--- src/rtl/fan_ctrl_multi.sv ---
// Multi-level fan controller: dwell-filtered, hysteretic level selection from a
// signed temperature stream, sticky over-temperature alarm, duty decode and PWM.
module fan_ctrl_multi #(
   parameter int SENSOR_W  = 8,
   parameter int N_LEVELS  = 4,
   parameter int BASE_T    = 35,
   parameter int STEP_T    = 5,
   parameter int HYST      = 5,
   parameter int DWELL     = 3,
   parameter int ALARM_T   = 60,
   parameter int DUTY_W    = 4,
   parameter int DUTY_MIN  = 4,
   parameter int DUTY_STEP = 2,
   localparam int LVL_W    = (N_LEVELS > 2) ? $clog2(N_LEVELS) : 1
) (
   input  logic                clk,
   input  logic                rstn,
   input  logic                sensor_valid,
   input  logic [SENSOR_W-1:0] sensor,
   input  logic                alarm_clr,
   output logic [LVL_W-1:0]    level,
   output logic [DUTY_W-1:0]   duty,
   output logic                pwm_o,
   output logic                alarm_o
);

   localparam int CNT_W    = $clog2(DWELL + 1);
   localparam int DUTY_MAX = (1 << DUTY_W) - 1;
   localparam logic [LVL_W-1:0] LVL_MAX = LVL_W'(N_LEVELS - 1);

   logic [LVL_W-1:0]    level_q, level_d;
   logic [DUTY_W-1:0]   duty_q, duty_d;
   logic [CNT_W-1:0]    up_cnt_q, up_cnt_d, dn_cnt_q, dn_cnt_d;
   logic [SENSOR_W-1:0] last_q, last_d;
   logic                alarm_q, alarm_d;
   logic [DUTY_W-1:0]   pwm_cnt_q;
   logic                pwm_q;

   logic signed [31:0] sens_ext, last_ext, up_thr, dn_thr;
   int                 lvl;
   logic               up_q, dn_q, set_alarm;

   assign sens_ext = {{(32-SENSOR_W){sensor[SENSOR_W-1]}}, sensor};
   assign last_ext = {{(32-SENSOR_W){last_q[SENSOR_W-1]}}, last_q};
   assign lvl      = int'(level_q);
   assign up_thr   = BASE_T + lvl * STEP_T;
   assign dn_thr   = BASE_T + (lvl - 1) * STEP_T - HYST;

   assign up_q      = sensor_valid && (level_q != LVL_MAX) && (sens_ext > up_thr);
   assign dn_q      = sensor_valid && (level_q != '0) && (sens_ext < dn_thr);
   assign set_alarm = sensor_valid && (sens_ext >= ALARM_T);

   function automatic logic [DUTY_W-1:0] duty_of(input logic [LVL_W-1:0] l);
      int dv;
      if (l == '0) return '0;
      dv = DUTY_MIN + (int'(l) - 1) * DUTY_STEP;
      if (dv > DUTY_MAX) dv = DUTY_MAX;
      return DUTY_W'(dv);
   endfunction

   always_comb begin
      level_d  = level_q;
      up_cnt_d = up_cnt_q;
      dn_cnt_d = dn_cnt_q;
      alarm_d  = alarm_q;
      last_d   = sensor_valid ? sensor : last_q;
      // Set dominates a same-cycle clear; while alarmed, level is pinned and counters idle.
      if (set_alarm) begin
         alarm_d  = 1'b1;
         level_d  = LVL_MAX;
         up_cnt_d = '0;
         dn_cnt_d = '0;
      end else if (alarm_q) begin
         level_d  = LVL_MAX;
         up_cnt_d = '0;
         dn_cnt_d = '0;
         if (alarm_clr && (last_ext < ALARM_T)) alarm_d = 1'b0;
      end else if (sensor_valid) begin
         up_cnt_d = '0;
         dn_cnt_d = '0;
         if (up_q) begin
            if (int'(up_cnt_q) + 1 >= DWELL) level_d = level_q + 1'b1;
            else up_cnt_d = CNT_W'(int'(up_cnt_q) + 1);
         end else if (dn_q) begin
            if (int'(dn_cnt_q) + 1 >= DWELL) level_d = level_q - 1'b1;
            else dn_cnt_d = CNT_W'(int'(dn_cnt_q) + 1);
         end
      end
      duty_d = duty_of(level_d);
   end

   always_ff @(posedge clk or negedge rstn) begin
      if (!rstn) begin
         level_q   <= '0;
         duty_q    <= '0;
         up_cnt_q  <= '0;
         dn_cnt_q  <= '0;
         last_q    <= '0;
         alarm_q   <= 1'b0;
         pwm_cnt_q <= '0;
         pwm_q     <= 1'b0;
      end else begin
         level_q   <= level_d;
         duty_q    <= duty_d;
         up_cnt_q  <= up_cnt_d;
         dn_cnt_q  <= dn_cnt_d;
         last_q    <= last_d;
         alarm_q   <= alarm_d;
         pwm_cnt_q <= pwm_cnt_q + 1'b1;
         pwm_q     <= (pwm_cnt_q < duty_q);
      end
   end

   assign level   = level_q;
   assign duty    = duty_q;
   assign pwm_o   = pwm_q;
   assign alarm_o = alarm_q;

endmodule

--- config.mk ---
export PLATFORM = sky130hd
export DESIGN_NAME = fan_ctrl_multi
export DESIGN_NICKNAME = d
export VERILOG_FILES = /design/src/rtl/fan_ctrl_multi.sv
export SDC_FILE = /design/constraint.sdc
export NUM_CORES = 1
export LEC_CHECK = 0
export CAP_MARGIN = 20
export CORE_ASPECT_RATIO = 0.75
export CORE_MARGIN = 10
export CORE_UTILIZATION = 55
export DETAILED_ROUTE_END_ITERATION = 6
export PLACE_DENSITY = 0.81
export SLEW_MARGIN = 25
export SYNTH_ARGS = -nofsm -noshare
export SYNTH_HDL_FRONTEND = slang
export SYNTH_SLANG_ARGS = --single-unit
--- constraint.sdc ---
create_clock -name clk -period 2.9 [get_ports clk]
set_input_delay 0.29 -clock clk [delete_from_list [all_inputs] [get_ports clk]]
set_output_delay 0.29 -clock clk [all_outputs]
set_load 0.01 [all_outputs]
## Word level (Yosys, flattened, before mapping)

Index checks and enable logic that the tools add are counted.

- Shifts and indexed selects: 0
- Order comparisons: 8
- Eq/ne operators: 1
- Multiplexer cells: 25
- Add/sub/neg operators: 11
- Reduce and logical (&&, ||, !) cells: 9
- Div/mod/pow operators: 0
- Bitwise operators: 0
- Multiply operators: 2

Operators by type and width:

| kind | count |
|---|---|
| greater-or-equal comparator 32 x 3 -> 1 bit (second input constant) | 2 |
| 2-to-1 mux 2 bit | 18 |
| 2-to-1 mux 4 bit | 3 |
| < comparator 8 x 9 -> 1 bit | 1 |
| subtractor 8 x 4 -> 9 bit (second input constant) | 1 |
| adder 7 x 7 -> 8 bit (first input constant) | 1 |
| greater-or-equal comparator 8 x 7 -> 1 bit (second input constant) | 1 |
| > comparator 8 bit | 1 |
| < comparator 8 x 7 -> 1 bit (second input constant) | 1 |
| adder 6 x 5 -> 7 bit (first input constant) | 1 |
| multiplier 3 x 4 -> 7 bit (second input constant) | 1 |
| adder 2 x 1 -> 3 bit (second input constant) | 2 |
| logical AND 1 bit | 6 |
| subtractor 2 x 1 -> 3 bit (second input constant) | 2 |
| adder 4 x 4 -> 5 bit (first input constant) | 1 |
| > comparator 5 bit (second input constant) | 1 |
| multiplier 2 x 3 -> 5 bit (second input constant) | 1 |
| adder 4 x 1 -> 4 bit (second input constant) | 1 |
| < comparator 4 bit | 1 |
| 2-to-1 mux 1 bit | 4 |
| nonzero test 3 bit | 1 |
| adder 2 x 1 -> 2 bit (second input constant) | 1 |
| zero test 2 bit | 1 |
| != test 2 bit (second input constant) | 1 |
| 2 further kinds | 2 |

- Memory bits (writable): 0
- Register bits after elaboration: 24
- Latch bits: 0
- Memory bits (read-only): 0
- Word-level logic and storage cells: 64
- Output and inout port bits: 8
- Memories: 0

## Longest topological paths before layout

Gate-level depths: netlist of the first run.

- Depth in word-level cells: 16
- Gate-level depth with buffers: 13
- Gate-level depth less buffers: 13

## Least setup slack after synthesis of the first run

No wires, ideal clock.

- Path kind: register -> register
- From: register level_q[0], in the netlist level[0]
- To: register duty_q[2], in the netlist duty[2]
- Slack: 0.130 ns
- Cell stages (with the launch flop): 11
- Arrival time: 2.706 ns
- Path buffers: 0
- Cell sequence: dfrtp_1 inv_1 ha_1 ha_1 nor2b_4 o21a_4 o311a_1 a211o_1 a32oi_1 ha_1 inv_1

- Word-level cells in the longest chain between the ends: 16

RTL lines:

| what | RTL line | RTL |
|---|---|---|
| start, declared | 31 | `logic [LVL_W-1:0] level_q, level_d;` |
| start signal, assigned | 103 | `level_q <= level_d;` |
| subtractor 2 x 1 -> 3 bit | 47 | `assign dn_thr = BASE_T + (lvl - 1) * STEP_T - HYST;` |
| multiplier 3 x 4 -> 7 bit | 47 |  |
| adder 7 x 7 -> 8 bit | 47 |  |
| subtractor 8 x 4 -> 9 bit | 47 |  |
| < comparator 8 x 9 -> 1 bit | 50 | `assign dn_q = sensor_valid && (level_q != '0) && (sens_ext < dn_thr);` |
| logical AND 1 bit | 50 |  |
| 2-to-1 mux 2 bit | 84 | `end else if (dn_q) begin` |
| 2-to-1 mux 2 bit * | 81 | `if (up_q) begin` |
| (+2 left out) | n/a |  |
| 2-to-1 mux 2 bit * | 68 | `if (set_alarm) begin` |
| via level_d[1] | 31 |  |
| subtractor 2 x 1 -> 3 bit | 56 | `dv = DUTY_MIN + (int'(l) - 1) * DUTY_STEP;` |
| adder 4 x 4 -> 5 bit | 56 |  |
| > comparator 5 bit | 57 | `if (dv > DUTY_MAX) dv = DUTY_MAX;` |
| 2-to-1 mux 4 bit | 57 |  |
| 2-to-1 mux 4 bit * | 56 |  |
| via duty_d[2] | 32 | `logic [DUTY_W-1:0] duty_q, duty_d;` |
| end signal, assigned | 104 | `duty_q <= duty_d;` |
| end, declared | 32 |  |

Mark *: on every way through the listed nets, which the timed path passes. The rest lies on a longest branch.
A chain may end at the register's enable or synchronous reset.

## Worst setup path after layout of the first run

- From: register level_q[0], in the netlist level[0]
- To: register duty_q[3], in the netlist duty[3]

Same word-level chain as after synthesis.

==> qor.yml, run 1 <==
worst_setup_path:
  critPathBufInv: 2
  r2r_start: "level[0]$_DFF_PN0_"
  r2r_cells: 13
  startpoint_type: "flip-flop"
  crit_arrival_ns: 2.97
  critPathMaxStageDelay_ns: 0.41
  worst_setup_path_end_kind: "flip-flop"
  reg2reg_to: "duty[3]$_DFF_PN0_"
  slowest_stage: "dfrtp_1"
  cp_max_fo: 3
  cp_top_family: "adder cells"
  worstSetupPathType: "reg2reg"
  cp.required_ns: 3.05
  reg2reg_slack_ns: 0.08
  crit_path_cell_trace: "buf_4, ha_4, ha_2, a21oi_2, xnor2_1, ha_2, a21oi_2, o211ai_1, o22ai_2, mux2i_2, a32oi_2, buf_4, ha_1"
clocking:
  cts_num_sinks: 21
  cts_buffers: 3
  clk-insertion-delay-late_ns: 0.26
  h-tree-depth: 1
  cts_tree: "built"
  hold_buffers: 0
  clkTransAtPathRegs_ns: 0.08
  cts_buffer_depth: 2
  cts_root_buf: "clkbuf_8"
grt:
  grt_max_degree: 22
  antenna_found_initial: 0
  first_global_vias: 1192
  grt_overflow: 0
  grt_util_all_layers: 0.1443
  grt_pass1_wl_mm: 6.099
sta:
  setup_slack_ns: 0.07939
  finClkSkew_ns: 0.004263
  finalCritPeriodShare: 0.9726
  setup_viol: 0
  timing.hold.ws_ns: -0.03820
  final.min_clock_period_ns: 2.821
  hold_viol: 21
  finalMaxSlewViolations: 0
  max_freq_mhz: 354.5
yosys:
  synth_seq_area_share: 0.3462
  synth_edf_count: 0
  syn_nets: 184
  syn_area_um2: 1518
  ys_types: 44
  async_flop_share: 1.000
  synth_area_per_cell_um2: 10.47
  yosys_warnings: 0
  yosys_register_bits: 21
  synth_area_leaders: "dfrtp_1 35%, ha_1 22%, mux2_2 4.5%, inv_1 4.0%, nand2_1 2.2%"
  synth_top_area_share: 0.3462
  synth_most_common_cell: "ha_1"
  synth_cells: 145
  synth_area_leader_cell: "dfrtp_1"
  ys.flop_type: "dfrtp_1"
  synth_common_cells: "27 x ha_1, 21 x dfrtp_1, 16 x inv_1, 9 x nand2_1"
floorplanning:
  rows: 16
  coreArea_um2: 2623
  dieArea_um2: 5283
  die_h_um: 65.50
  die_width_um: 80.66
  initial_utilization: 0.5787
  io_pins: 20
placement:
  portBuffers: 18
  gp_congestion: 0.8359
  place.detailed.hpwl_mm: 2.992
  dp_cells: 205
  post_dp_cell_area_um2: 1792
  post-place-ws_ns: -0.1153
outcome:
  failed_checks: "hold timing"
  status: "finished, violations left"
routing:
  drc: 0
  drtIter0Drc: 211
  avgViaCountPerCell: 5.824
  antenna_left: 0
  wl_per_cell_um: 18.55
  wirelength_mm: 4.006
  drtPass1Iterations: 4
  vias: 1258
final_layout:
  fin_area_um2: 2006
  layout-drive-gt1-share: 0.2944
  layout-area-overhead-vs-synth_pct: 32.15
  finalNonFillerCells: 216
  num_antenna_cells: 0
  finalNetCount: 220
pwr:
  p_leak_uw: 0.0008983
  peakVddDrop_mv: 0.3660
  p_per_area_nw_per_um2: 305.0
  p_total_uw: 611.7
worst_hold_path:
  hold_path_class: "in2async"
job:
  maxCapViolations: 0
through the flow:
stage / TNS [ns] / util
final: 0 / 0.7648
after global routing: -0.08100 / 0.7648
after CTS: 0 / 0.7114
after detailed placement: -0.1437 / 0.6832
after global placement: 0 / 0.6832
after floorplan: 0 / -
worst max-delay path by stage:
stage	start	end	slack [ns]	depth (start not counted)
detailed placement	level[0]$_DFF_PN0_	duty[2]$_DFF_PN0_	-0.12	13
global placement	level[0]$_DFF_PN0_	duty[2]$_DFF_PN0_	0.07	13
global route	level[0]$_DFF_PN0_	duty[2]$_DFF_PN0_	-0.05	14
floorplan	level[0]$_DFF_PN0_	duty[2]$_DFF_PN0_	0.13	10
finish	level[0]$_DFF_PN0_	duty[3]$_DFF_PN0_	0.08	13
CTS	level[0]$_DFF_PN0_	duty[2]$_DFF_PN0_	0.02	13
per-layer routing:
layer | vias up | routed length, um | track usage
met5 | - | 0 | 0
met4 | 0 | 64 | 0.03017
met3 | 12 | 287 | 0.04076
met2 | 51 | 1962 | 0.2351
met1 | 608 | 1691 | 0.1854
li1 | 587 | - | -
cells by family (layout without fill, tap and decap cells):
| logic type | count (synthesis) | in the layout | synth area share |
|---|---|---|---|
| mux | 8 | 8 | 0.05771 |
| compound gates | 35 | 35 | 0.1855 |
| xor+xnor | 4 | 4 | 0.02309 |
| flops | 21 | 21 | 0.3462 |
| simple gates | 31 | 31 | 0.1154 |
| other cells | 1 | 1 | 0.002471 |
| fa+ha+maj | 27 | 27 | 0.2226 |
| buf+inv | 18 | 53 | 0.04699 |
registers in the layout (all words and copies together), names as in the netlist:
register	cells
last_q	6
pwm_cnt_q	4
duty	3
dn_cnt_q	2
level	2
up_cnt_q	2
alarm_o	1
pwm_o	1
where the power goes:
part / total (uW) / switching (uW) / internal (uW)
Sequential: 312 / 7.68 / 304
Combinational: 107 / 56.2 / 50.3
Clock: 193 / 95.3 / 98.0
Total: 612 / 159 / 453
what timing repair did:
action	4_1_cts	5_1_grt
buffers inserted	1	6
gates resized for setup	4	22
pin swaps	1	14
endpoints found under the setup margin	3	3
area by class of cell:
type,instances,area [um2]
well taps,36,45.04
multi-input cells,106,1035
clock buffers,4,45.04
fillers,174,616.8
inverters,16,62.56
flip-flops and latches,21,526.8
repair buffers,33,291.5
cells in the final DEF, fill, tap and decap left out, drive strengths merged, types with 2 or more instances in the layout:
master | Yosys | routed
a211oi | 2 | 2
a21oi | 6 | 6
a41oi | 2 | 2
and4 | 2 | 2
buf | 2 | 16
clkbuf | 0 | 4
clkdlybuf4s50 | 0 | 17
dfrtp | 21 | 21
ha | 27 | 27
inv | 16 | 16
mux2 | 6 | 6
mux2i | 2 | 2
nand2 | 9 | 9
nand2b | 3 | 3
nor2 | 6 | 6
nor2b | 6 | 6
o21ai | 8 | 8
o311a | 3 | 3
o31ai | 2 | 2
xnor2 | 3 | 3
worst register-to-register path, delay by kind of cell (launching register included):
kind | cells | cell delay (ns)
adder cells (fa/ha/maj) | 4 | 0.84
AO/OA/AOI/OAI | 5 | 0.72
flip-flops | 1 | 0.41
buffers and inverters | 2 | 0.33
multiplexers | 1 | 0.27
XOR/XNOR | 1 | 0.13
No activity file was read; power rests on OpenSTA's default activity.
==> run 2, diff against run 1 <==
Settings changed: CELL_PAD_IN_SITES_DETAIL_PLACEMENT set to 0, CELL_PAD_IN_SITES_GLOBAL_PLACEMENT set to 1, CORE_UTILIZATION 55 to 43, PLACE_DENSITY 0.81 to 0.8.
==> run 2 against run 1 <==
  * The flow now finishes without violations
  * Critical path depth is 1 lower
  * Flip-flop and latch count stayed put
  * Sequential share of layout area is 0.75 points higher
  * Utilization is 18 points lower
  * Die area is 20% higher
  * Largest cell class unchanged
  * Critical path type unchanged
==> qor.yml, run 2 (same netlist as run 1, synthesis figures left out) <==
outcome:
  status: "completed"
clocking:
  cts_root_buf: "clkbuf_8"
  cts_buffers: 3
  clk-insertion-delay-late_ns: 0.26
  clkTransAtPathRegs_ns: 0.07
  cts_buffer_depth: 2
  cts_tree: "built"
  h-tree-depth: 1
  cts_num_sinks: 21
final_layout:
  finalNetCount: 220
  largest_reg_flops: 6
  final_common_cell: "ha_1"
  layout-drive-gt1-share: 0.2333
  finalCoreUtilization: 0.5837
  num_antenna_cells: 0
  fin_area_um2: 1946
  layout-area-overhead-vs-synth_pct: 28.19
  final_cell_mix: "26 x ha_1, 21 x dfrtp_1, 17 x clkdlybuf4s50_1"
  top_register: "last_q"
worst_setup_path:
  crit_arrival_ns: 2.93
  reg2reg_slack_ns: 0.12
  r2r_start: "level[0]$_DFF_PN0_"
  startpoint_type: "flip-flop"
  reg2reg_to: "duty[2]$_DFF_PN0_"
  worstSetupPathType: "reg2reg"
  cp.required_ns: 3.05
  worst_setup_path_end_kind: "flip-flop"
  r2r_cells: 12
  cp_max_fo: 4
worst_hold_path:
  holdPathEnd: "pwm_cnt_q[0]$_DFF_PN0_"
  hold_path_class: "reg2reg"
  worstHoldPathCells: 1
  min_from: "pwm_cnt_q[0]$_DFF_PN0_"
routing:
  drtIter0Drc: 86
  drtPass1Iterations: 5
  vias: 1175
  avgViaCountPerCell: 5.341
  wirelength_mm: 3.479
  drc: 0
  antenna_left: 0
  wl_per_cell_um: 15.81
pwr:
  p_leak_uw: 0.0009039
  peakVddDrop_mv: 0.3159
  power.share.clock: 0.311
  intPower_uw: 453.3
  p_total_uw: 603.0
  pwr-share-seq: 0.517
  p_comb_frac: 0.171
  p_sw_frac: 0.2483
  p_per_area_nw_per_um2: 309.9
  p_sw_uw: 149.7
grt:
  grt_pass1_wl_mm: 5.989
  antenna_found_initial: 0
  grt_util_all_layers: 0.1201
  grt_overflow: 0
  first_global_vias: 1226
  grt_max_degree: 22
floorplanning:
  rows: 18
  die_h_um: 71.45
  dieArea_um2: 6330
  io_pins: 20
  coreArea_um2: 3333
  initial_utilization: 0.4553
  die_width_um: 88.60
sta:
  grt_setup_unrepaired: "false"
  finalCritPeriodShare: 0.9574
  max_freq_mhz: 360.2
  hold_viol: 0
  finClkSkew_ns: 0.007937
  finalMaxSlewViolations: 0
  setup_viol: 0
  final.min_clock_period_ns: 2.776
placement:
  gp_congestion: 0.8527
  place.detailed.hpwl_mm: 2.906
  post_dp_cell_area_um2: 1834
  portBuffers: 18
job:
  maxCapViolations: 0
run 2: cell types whose count changed in the layout (fill, tap and decap cells not counted), moves of 2 or more:
cell and change:
ha_1 +5, a21oi_2 -2, a21oi_1 +2, ha_2 -3
ha_4 -2
run 2: how the worst max path moves through the flow:
stage	start	end	slack (ns)	cells after the start
after floorplan	level[0]$_DFF_PN0_	duty[2]$_DFF_PN0_	0.13	10
after global placement	level[1]$_DFF_PN0_	duty[2]$_DFF_PN0_	0.09	11
after detailed placement	level[0]$_DFF_PN0_	duty[2]$_DFF_PN0_	-0.007	11
after CTS	level[0]$_DFF_PN0_	duty[2]$_DFF_PN0_	0.05	14
after global routing	level[0]$_DFF_PN0_	duty[2]$_DFF_PN0_	0.006	14
final	level[0]$_DFF_PN0_	duty[2]$_DFF_PN0_	0.12	12
run 2: stage by stage:
step,std cells,hold slack (ns),setup TNS (ns),setup WS [ns]
global route,220,0.4907,0,0.005890
global placement,214,0.4377,0,0.08647
CTS,219,0.4632,0,0.04593
detailed placement,214,0.4505,-0.006734,-0.006734
finish,220,0.4531,0,0.1236
floorplan,145,-0.005591,0,0.1305
run 2: power groups by stage:
stage / Clock, uW / Combinational [uW] / Sequential, uW
2_1_floorplan: 0 / 50.3 / 317
3_5_place_dp: 0 / 100 / 318
5_1_grt: 211 / 115 / 314
4_1_cts: 196 / 101 / 312
3_3_place_gp: 0 / 98.6 / 317
6_report: 188 / 103 / 312
run 2: final cells by class:
class	count	area [um2]
Clock buffer	4	45.04
Fill cell	274	1388
Inverter	16	60.06
Multi-Input combinational cell	106	974.7
Sequential cell	21	525.5
Tap cell	40	50.05
Timing Repair Buffer	33	290.3
run 2: repair_timing:
item | 4_1_cts | 5_1_grt
hold buffers | 0 | 1
endpoints found under the setup margin | 1 | 3
pin swaps | 1 | 8
setup buffers | 1 | 0
resized for setup | 2 | 8
endpoints found under the hold margin | 0 | 10
run 2: worst max-delay path: stages (launching register included):
cell,delay (ns)
dfrtp_1,0.41
buf_4,0.16
buf_4,0.13
ha_1,0.19
inv_1,0.06
ha_1,0.24
and4_4,0.22
a311oi_4,0.33
o311a_1,0.30
a211oi_2,0.07
or2_1,0.25
ha_1,0.28
inv_1,0.04
run 2: layer usage:
metal / up-vias / part of all wire / global-route usage
met1: 561 / 0.48 / 0.1532
met3: 6 / 0.052 / 0.03503
li1: 585 / - / -
met2: 23 / 0.46 / 0.1886
met5: - / 0 / 0
met4: 0 / 0.013 / 0.04114
